$ cat src/rtl/nn_phase_scheduler_pkg.sv
// Shared types and Q8.8 constants for the neuron-layer phase scheduler.
package nn_pkg;

    typedef enum logic [2:0] {
        IDLE, LOAD, FWD_H, FWD_O, BWD_O, BWD_H, NEXT, DONE
    } sched_state_t;

    localparam logic [15:0] Q_ONE     = 16'h0100;
    localparam logic [15:0] Q_SAT_MAX = 16'h7FFF;

    // Counter width for an index range of n values, never narrower than 1 bit.
    function automatic int clog2_min1(input int n);
        return (n > 1) ? $clog2(n) : 1;
    endfunction

endpackage

$ cat src/rtl/nn_phase_scheduler_if.sv
// Run-control / layer-enable bundle between the run controller (master) and the scheduler (slave).
interface nn_phase_scheduler_if #(
    parameter int BITS      = 16,
    parameter int N_SAMPLES = 4,
    parameter int N_EPOCHS  = 100
);
    import nn_pkg::*;

    localparam int SMP_W = clog2_min1(N_SAMPLES);
    localparam int EP_W  = clog2_min1(N_EPOCHS);

    logic                   start;
    logic                   stop;
    logic                   tr_mode;
    logic signed [BITS-1:0] err;
    logic                   smp_ld;
    logic [SMP_W-1:0]       smp_idx;
    logic [EP_W-1:0]        epoch_cnt;
    logic                   fph;
    logic                   fpo;
    logic                   bph;
    logic                   bpo;
    logic                   busy;
    logic                   done;
    logic [BITS-1:0]        epoch_loss;

    modport master (
        output start, stop, tr_mode, err,
        input  smp_ld, smp_idx, epoch_cnt, fph, fpo, bph, bpo, busy, done, epoch_loss
    );

    modport slave (
        input  start, stop, tr_mode, err,
        output smp_ld, smp_idx, epoch_cnt, fph, fpo, bph, bpo, busy, done, epoch_loss
    );

endinterface

$ cat src/rtl/nn_phase_scheduler_phase_timer.sv
// Loadable dwell down-counter; load wins over counting, holds at zero, o_zero flags the last dwell cycle.
module phase_timer #(
    parameter int W = 3
) (
    input  logic         clk,
    input  logic         rst,
    input  logic         i_load,
    input  logic [W-1:0] i_load_val,
    output logic         o_zero
);

    logic [W-1:0] r_cnt;

    always_ff @(posedge clk or posedge rst) begin
        if (rst) begin
            r_cnt <= '0;
        end else if (i_load) begin
            r_cnt <= i_load_val;
        end else if (r_cnt != '0) begin
            r_cnt <= r_cnt - 1'b1;
        end
    end

    assign o_zero = (r_cnt == '0);

endmodule

$ cat src/rtl/nn_phase_scheduler.sv
// Sample/epoch sequencer driving fph/fpo/bpo/bph dwell phases with registered Moore outputs.
// Optional |err| epoch-loss accumulator built only when LOSS_ACC_EN is defined.
module nn_phase_scheduler
    import nn_pkg::*;
#(
    parameter int BITS      = 16,
    parameter int N_SAMPLES = 4,
    parameter int N_EPOCHS  = 100,
    parameter int FP_CYC    = 6,
    parameter int BP_CYC    = 6
) (
    input  logic              clk,
    input  logic              rst,
    nn_phase_scheduler_if.slave bus
);

    localparam int SMP_W   = clog2_min1(N_SAMPLES);
    localparam int EP_W    = clog2_min1(N_EPOCHS);
    localparam int DWELL_M = (FP_CYC > BP_CYC) ? FP_CYC : BP_CYC;
    localparam int TMR_W   = $clog2(DWELL_M + 1);

    localparam logic [TMR_W-1:0] FP_LD    = TMR_W'(FP_CYC - 1);
    localparam logic [TMR_W-1:0] BP_LD    = TMR_W'(BP_CYC - 1);
    localparam logic [SMP_W-1:0] SMP_LAST = SMP_W'(N_SAMPLES - 1);
    localparam logic [EP_W-1:0]  EP_LAST  = EP_W'(N_EPOCHS - 1);

    sched_state_t     r_state;
    sched_state_t     w_state_next;
    logic             r_tr_mode;
    logic [SMP_W-1:0] r_smp_idx;
    logic [EP_W-1:0]  r_epoch_cnt;
    logic             w_smp_wrap;
    logic             w_last_epoch;
    logic             w_tmr_load;
    logic             w_tmr_zero;
    logic [TMR_W-1:0] w_tmr_val;
    logic             r_smp_ld;
    logic             r_fph;
    logic             r_fpo;
    logic             r_bpo;
    logic             r_bph;
    logic             r_busy;
    logic             r_done;

    assign w_smp_wrap   = (r_smp_idx == SMP_LAST);
    assign w_last_epoch = (r_epoch_cnt == EP_LAST);

    always_ff @(posedge clk or posedge rst) begin
        if (rst) begin
            r_state <= IDLE;
        end else begin
            r_state <= w_state_next;
        end
    end

    always_comb begin
        w_state_next = r_state;
        w_tmr_val    = '0;
        if (bus.stop) begin
            w_state_next = IDLE;
        end else begin
            case (r_state)
                IDLE:    if (bus.start) w_state_next = LOAD;
                LOAD:    w_state_next = FWD_H;
                FWD_H:   if (w_tmr_zero) w_state_next = FWD_O;
                FWD_O:   if (w_tmr_zero) w_state_next = r_tr_mode ? BWD_O : NEXT;
                BWD_O:   if (w_tmr_zero) w_state_next = BWD_H;
                BWD_H:   if (w_tmr_zero) w_state_next = NEXT;
                NEXT: begin
                    if (!w_smp_wrap || (r_tr_mode && !w_last_epoch)) begin
                        w_state_next = LOAD;
                    end else begin
                        w_state_next = DONE;
                    end
                end
                DONE:    w_state_next = IDLE;
                default: w_state_next = IDLE;
            endcase
        end
        case (w_state_next)
            FWD_H, FWD_O: w_tmr_val = FP_LD;
            BWD_O, BWD_H: w_tmr_val = BP_LD;
            default:      w_tmr_val = '0;
        endcase
    end

    // Reload the dwell on every state change so each phase starts a fresh count.
    assign w_tmr_load = (w_state_next != r_state);

    phase_timer #(.W(TMR_W)) u_phase_timer (
        .clk        (clk),
        .rst        (rst),
        .i_load     (w_tmr_load),
        .i_load_val (w_tmr_val),
        .o_zero     (w_tmr_zero)
    );

    always_ff @(posedge clk or posedge rst) begin
        if (rst) begin
            r_tr_mode   <= 1'b0;
            r_smp_idx   <= '0;
            r_epoch_cnt <= '0;
        end else if (bus.stop) begin
            r_smp_idx   <= '0;
            r_epoch_cnt <= '0;
        end else if (r_state == IDLE && bus.start) begin
            r_tr_mode   <= bus.tr_mode;
            r_smp_idx   <= '0;
            r_epoch_cnt <= '0;
        end else if (r_state == NEXT) begin
            if (!w_smp_wrap) begin
                r_smp_idx <= r_smp_idx + 1'b1;
            end else begin
                r_smp_idx <= '0;
                if (r_tr_mode && !w_last_epoch) begin
                    r_epoch_cnt <= r_epoch_cnt + 1'b1;
                end
            end
        end
    end

    // Decoding the next state keeps the registered outputs aligned with r_state.
    always_ff @(posedge clk or posedge rst) begin
        if (rst) begin
            r_smp_ld <= 1'b0;
            r_fph    <= 1'b0;
            r_fpo    <= 1'b0;
            r_bpo    <= 1'b0;
            r_bph    <= 1'b0;
            r_busy   <= 1'b0;
            r_done   <= 1'b0;
        end else begin
            r_smp_ld <= (w_state_next == LOAD);
            r_fph    <= (w_state_next == FWD_H);
            r_fpo    <= (w_state_next == FWD_O);
            r_bpo    <= (w_state_next == BWD_O);
            r_bph    <= (w_state_next == BWD_H);
            r_busy   <= (w_state_next != IDLE);
            r_done   <= (w_state_next == DONE);
        end
    end

    assign bus.smp_ld    = r_smp_ld;
    assign bus.fph       = r_fph;
    assign bus.fpo       = r_fpo;
    assign bus.bpo       = r_bpo;
    assign bus.bph       = r_bph;
    assign bus.busy      = r_busy;
    assign bus.done      = r_done;
    assign bus.smp_idx   = r_smp_idx;
    assign bus.epoch_cnt = r_epoch_cnt;

`ifdef LOSS_ACC_EN
    localparam logic [BITS-1:0] SAT = {1'b0, {(BITS-1){1'b1}}};
    localparam logic [BITS-1:0] NEG_MAX = {1'b1, {(BITS-1){1'b0}}};

    logic [BITS-1:0] r_acc;
    logic [BITS-1:0] r_loss;
    logic [BITS-1:0] w_abs;
    logic [BITS:0]   w_sum;
    logic [BITS-1:0] w_acc_sat;

    // The most negative code has no positive twin, so it folds onto the max.
    always_comb begin
        w_abs = bus.err;
        if (bus.err[BITS-1]) begin
            w_abs = (bus.err == NEG_MAX) ? SAT : -bus.err;
        end
    end

    assign w_sum     = {1'b0, r_acc} + {1'b0, w_abs};
    assign w_acc_sat = (w_sum > {1'b0, SAT}) ? SAT : w_sum[BITS-1:0];

    always_ff @(posedge clk or posedge rst) begin
        if (rst) begin
            r_acc  <= '0;
            r_loss <= '0;
        end else begin
            if (r_state == LOAD && r_smp_idx == '0) begin
                r_acc <= '0;
            end else if (r_state == FWD_O && w_tmr_zero) begin
                r_acc <= w_acc_sat;
            end
            if (r_state == NEXT && w_smp_wrap) begin
                r_loss <= r_acc;
            end
        end
    end

    assign bus.epoch_loss = r_loss;
`else
    logic w_unused_err;
    assign w_unused_err   = ^bus.err;
    assign bus.epoch_loss = '0;
`endif

endmodule

$ cat src/flat_wrapper.sv
// flat-port wrapper written by rule: the top's interface ports become plain ports
module nn_phase_scheduler_flat import nn_pkg::*;
#(
    parameter int BITS      = 16,
    parameter int N_SAMPLES = 4,
    parameter int N_EPOCHS  = 100,
    parameter int FP_CYC    = 6,
    parameter int BP_CYC    = 6
)
  (clk, rst, bus_start, bus_stop, bus_tr_mode, bus_err, bus_smp_ld, bus_smp_idx, bus_epoch_cnt, bus_fph, bus_fpo, bus_bph, bus_bpo, bus_busy, bus_done, bus_epoch_loss);
  nn_phase_scheduler_if #(.BITS(BITS), .N_SAMPLES(N_SAMPLES), .N_EPOCHS(N_EPOCHS)) bus_i ();
  input  logic clk;
  input  logic rst;
  input wire logic [$bits(bus_i.start)-1:0] bus_start;
  input wire logic [$bits(bus_i.stop)-1:0] bus_stop;
  input wire logic [$bits(bus_i.tr_mode)-1:0] bus_tr_mode;
  input wire logic [$bits(bus_i.err)-1:0] bus_err;
  output wire logic [$bits(bus_i.smp_ld)-1:0] bus_smp_ld;
  output wire logic [$bits(bus_i.smp_idx)-1:0] bus_smp_idx;
  output wire logic [$bits(bus_i.epoch_cnt)-1:0] bus_epoch_cnt;
  output wire logic [$bits(bus_i.fph)-1:0] bus_fph;
  output wire logic [$bits(bus_i.fpo)-1:0] bus_fpo;
  output wire logic [$bits(bus_i.bph)-1:0] bus_bph;
  output wire logic [$bits(bus_i.bpo)-1:0] bus_bpo;
  output wire logic [$bits(bus_i.busy)-1:0] bus_busy;
  output wire logic [$bits(bus_i.done)-1:0] bus_done;
  output wire logic [$bits(bus_i.epoch_loss)-1:0] bus_epoch_loss;
  assign bus_i.start = bus_start;
  assign bus_i.stop = bus_stop;
  assign bus_i.tr_mode = bus_tr_mode;
  assign bus_i.err = bus_err;
  assign bus_smp_ld = bus_i.smp_ld;
  assign bus_smp_idx = bus_i.smp_idx;
  assign bus_epoch_cnt = bus_i.epoch_cnt;
  assign bus_fph = bus_i.fph;
  assign bus_fpo = bus_i.fpo;
  assign bus_bph = bus_i.bph;
  assign bus_bpo = bus_i.bpo;
  assign bus_busy = bus_i.busy;
  assign bus_done = bus_i.done;
  assign bus_epoch_loss = bus_i.epoch_loss;
  nn_phase_scheduler #(.BITS(BITS), .N_SAMPLES(N_SAMPLES), .N_EPOCHS(N_EPOCHS), .FP_CYC(FP_CYC), .BP_CYC(BP_CYC)) u_core (.clk(clk), .rst(rst), .bus(bus_i));
endmodule
$ cat config.mk
export PLATFORM = sky130hd
export DESIGN_NAME = nn_phase_scheduler_flat
export DESIGN_NICKNAME = d
export VERILOG_FILES = /design/src/rtl/nn_phase_scheduler_pkg.sv /design/src/rtl/nn_phase_scheduler_if.sv /design/src/rtl/nn_phase_scheduler_phase_timer.sv /design/src/rtl/nn_phase_scheduler.sv /design/src/flat_wrapper.sv
export SDC_FILE = /design/constraint.sdc
export NUM_CORES = 1
export LEC_CHECK = 0
export CORE_UTILIZATION = 43
export DETAILED_ROUTE_END_ITERATION = 16
export GPL_ROUTABILITY_DRIVEN = 0
export PLACE_DENSITY = 0.9
export SLEW_MARGIN = 0
export SYNTH_ARGS = -nofsm -noshare
export SYNTH_HDL_FRONTEND = slang
export SYNTH_SLANG_ARGS = --single-unit
$ cat constraint.sdc
create_clock -name clk -period 2.3 [get_ports clk]
set_clock_uncertainty 0.2 [all_clocks]
set_input_delay 0.23 -clock clk [delete_from_list [all_inputs] [get_ports clk]]
set_output_delay 0.23 -clock clk [all_outputs]
set_load 0.1 [all_outputs]
==> reports/results.ini <==
[run_status]
status=finished clean

[layout]
drive_gt1_frac=0.295
regArea_um2=583
multiInputGateArea_um2=681
diodes=0
synthToLayoutAreaGrowth_pct=12.7
nFillCells=295
nNetsFinal=192

[routing]
vias=996
antenna_left=0
routed_wirelength_mm=2.35
drt_iter0_drc=21
via_per_inst=4.74
wl_per_cell_um=11.2
route.detailed.drc=0
first_pass_iters=4

[logic_synthesis]
synthFlopType=dfrtp_1
synth.distinct_cells=40
synthArstFlopShare=1.00
synth.cell_area_um2=1380
synth-edff-count=0
syn-instance-count=143
ys_seq_area_frac=0.417
synth.avg_cell_area_um2=9.65
yosys_warnings=0
ys_ff_latch=23

[critical_path]
required_ns=2.32
end_kind=flop
arrival_ns=2.16
rrSetupSlack_ns=0.16
path_class=flop to flop
r2r_start=u_core.u_phase_timer.r_cnt[0]$_DFFE_PP0P_
ff2ff_path_depth=8
cp-endpoint=u_core.u_phase_timer.r_cnt[0]$_DFFE_PP0P_
rr_endpoint=u_core.u_phase_timer.r_cnt[0]$_DFFE_PP0P_
cp_max_fo=5
start_kind=flop
cp-startpoint=u_core.u_phase_timer.r_cnt[0]$_DFFE_PP0P_

[global_routing]
grt_max_degree=24
track_usage=0.149
grt_overflow=0
antenna_found_initial=0
grt_pass1_vias=872
grt_pass1_wl_mm=3.90

[die]
die-area_um2=3440
core-area_um2=3050
die_h_um=58.7
io_pins=53
fp-row-count=20
initial_utilization=0.452
die-width_um=58.7

[pwr]
p_leak_nw=0.770
power.total_mw=1.08
pwr_density_cell_nw_per_um2=697
ir_drop_uv=272

[timing]
finalSetupViolCount=0
finalCriticalPeriod_ns=2.14
finalHoldViolations=0
rsz0062_at_grt=false
period_share=0.931
whs_ns=0.0275
timing.setup.tns_ns=0
max_freq_mhz=467
slew_violations=0

[place]
portBuffers=20
dp_hpwl_mm=1.70

[clock_network]
root_buffer=clkbuf_4
cts.repair.resized=0
htree_levels=1
cts_setup_buffers=0
clkSinkCount=23
clkLatencyLatePin_ns=0.32
cts_tree=yes
clockBufferDepth=2
cts_hold_buf=0
cts.reportedPaths.clkPinSlew_ns=0.13
cts_made_buffers=3

[run]
cap_violations=0

[min_path]
hp-class=input port to asynchronous set/reset pin

## state kept, by name (all words and copies together), names as in the netlist
register / count
u_core.bus.smp_idx: 2
u_core.bus.smp_ld: 1
u_core.bus.bph: 1
u_core.bus.done: 1
u_core.bus.fph: 1
u_core.r_state: 3
u_core.bus.bpo: 1
u_core.bus.fpo: 1
u_core.r_tr_mode: 1
u_core.bus.epoch_cnt: 7
u_core.bus.busy: 1
u_core.u_phase_timer.r_cnt: 3
## report_power, final
group	internal (mW)	switching (mW)
Clock	0.0651	0.125
Combinational	0.142	0.286
Sequential	0.439	0.0278
## worst max-delay path, cell delays in order, from the launching register on
cell and delay (ns):
dfrtp_1 0.42, inv_1 0.08, ha_1 0.19, nand2b_1 0.12
o21ai_1 0.17, nand3_2 0.17, nand2b_1 0.22, and3_1 0.20
mux2_2 0.27
## synthesized netlist by cell type, drive strengths merged (2+ instances only)
| cell type | n | area (um2) |
|---|---|---|
| dfrtp | 23 | 576 |
| nor2 | 21 | 86.3 |
| buf | 19 | 154 |
| a21oi | 9 | 56.3 |
| nand2 | 8 | 30.0 |
| o21ai | 8 | 47.5 |
| inv | 7 | 26.3 |
| nand3 | 7 | 45.0 |
| ha | 4 | 50.1 |
| mux2 | 4 | 45.0 |
| nand2b | 4 | 25.0 |
| xor2 | 4 | 35.0 |
| nor3 | 3 | 15.0 |
| or2 | 3 | 23.8 |
| and2b | 2 | 18.8 |
| and3 | 2 | 17.5 |
| or3 | 2 | 12.5 |
## metrics by stage
| stage | setup slack [ns] | instance area [um2] | cells | utilization |
|---|---|---|---|---|
| global route | 0.0210 | 1560 | 210 | 0.509 |
| floorplan | 0.00755 | 1440 | 158 | - |
| finish | 0.159 | 1560 | 210 | 0.509 |
| detailed placement | 0.169 | 1510 | 204 | 0.495 |
| global placement | 0.249 | 1510 | 204 | 0.495 |
| CTS | 0.133 | 1540 | 208 | 0.505 |
## cell families (layout without fill, tap and decap cells)
kind of cell,Yosys count,after routing,share of synthesized area
and+or+nand+nor,56,56,0.229
buffers and inverters,26,34,0.131
AOI/OAI and AO/OA,23,23,0.112
DFF,23,23,0.417
xor gates and xnor gates,5,5,0.0317
muxes,5,5,0.0399
adders and majority gates,4,4,0.0363
other,1,16,0.00272
## placed cells by master, fill, tap and decap left out, types with 2 or more instances in the layout
cell type | Yosys | final
or2_4 | 2 | 2
dfrtp_2 | 0 | 6
nand3_1 | 5 | 5
conb_1 | 1 | 16
inv_1 | 6 | 6
clkbuf_4 | 0 | 3
nand3_2 | 2 | 2
nor2_1 | 20 | 20
nand2_1 | 8 | 8
clkdlybuf4s50_1 | 0 | 4
mux2_2 | 4 | 4
xor2_1 | 4 | 4
o21ai_0 | 5 | 5
dfrtp_1 | 23 | 17
ha_1 | 4 | 4
buf_4 | 16 | 19
nor3_1 | 3 | 3
nand2b_1 | 4 | 4
o21ai_2 | 2 | 2
a21oi_1 | 8 | 8
or3_1 | 2 | 2
## per-layer routing
metal / vias up / part of all wire / global-route usage
li1: 493 / - / -
met1: 475 / 0.46 / 0.208
met2: 25 / 0.50 / 0.233
met3: 3 / 0.029 / 0.0132
met4: 0 / 0.010 / 0.0782
met5: - / 0 / 0
## worst min path at each step
stage,start,endpoint,cells after the start
global route,rst,u_core.bus.busy$_DFF_PP0_,3
CTS,rst,u_core.bus.busy$_DFF_PP0_,3
global placement,u_core.bus.smp_idx[1]$_DFFE_PP0P_,u_core.bus.smp_idx[1]$_DFFE_PP0P_,2
floorplan,rst,u_core.bus.bph$_DFF_PP0_,1
finish,rst,u_core.bus.busy$_DFF_PP0_,3
detailed placement,u_core.bus.smp_idx[1]$_DFFE_PP0P_,u_core.bus.smp_idx[1]$_DFFE_PP0P_,2
## final cells by class
class,count,share of cell area
clock buffer,3,0.0145
timing repair buffer,23,0.117
clock inverter,1,0.00322
inverter,7,0.0169
sequential,23,0.375
multi-input combinational,109,0.438
tap,44,0.0354
Note: power is estimated with default switching activity, not from simulation.
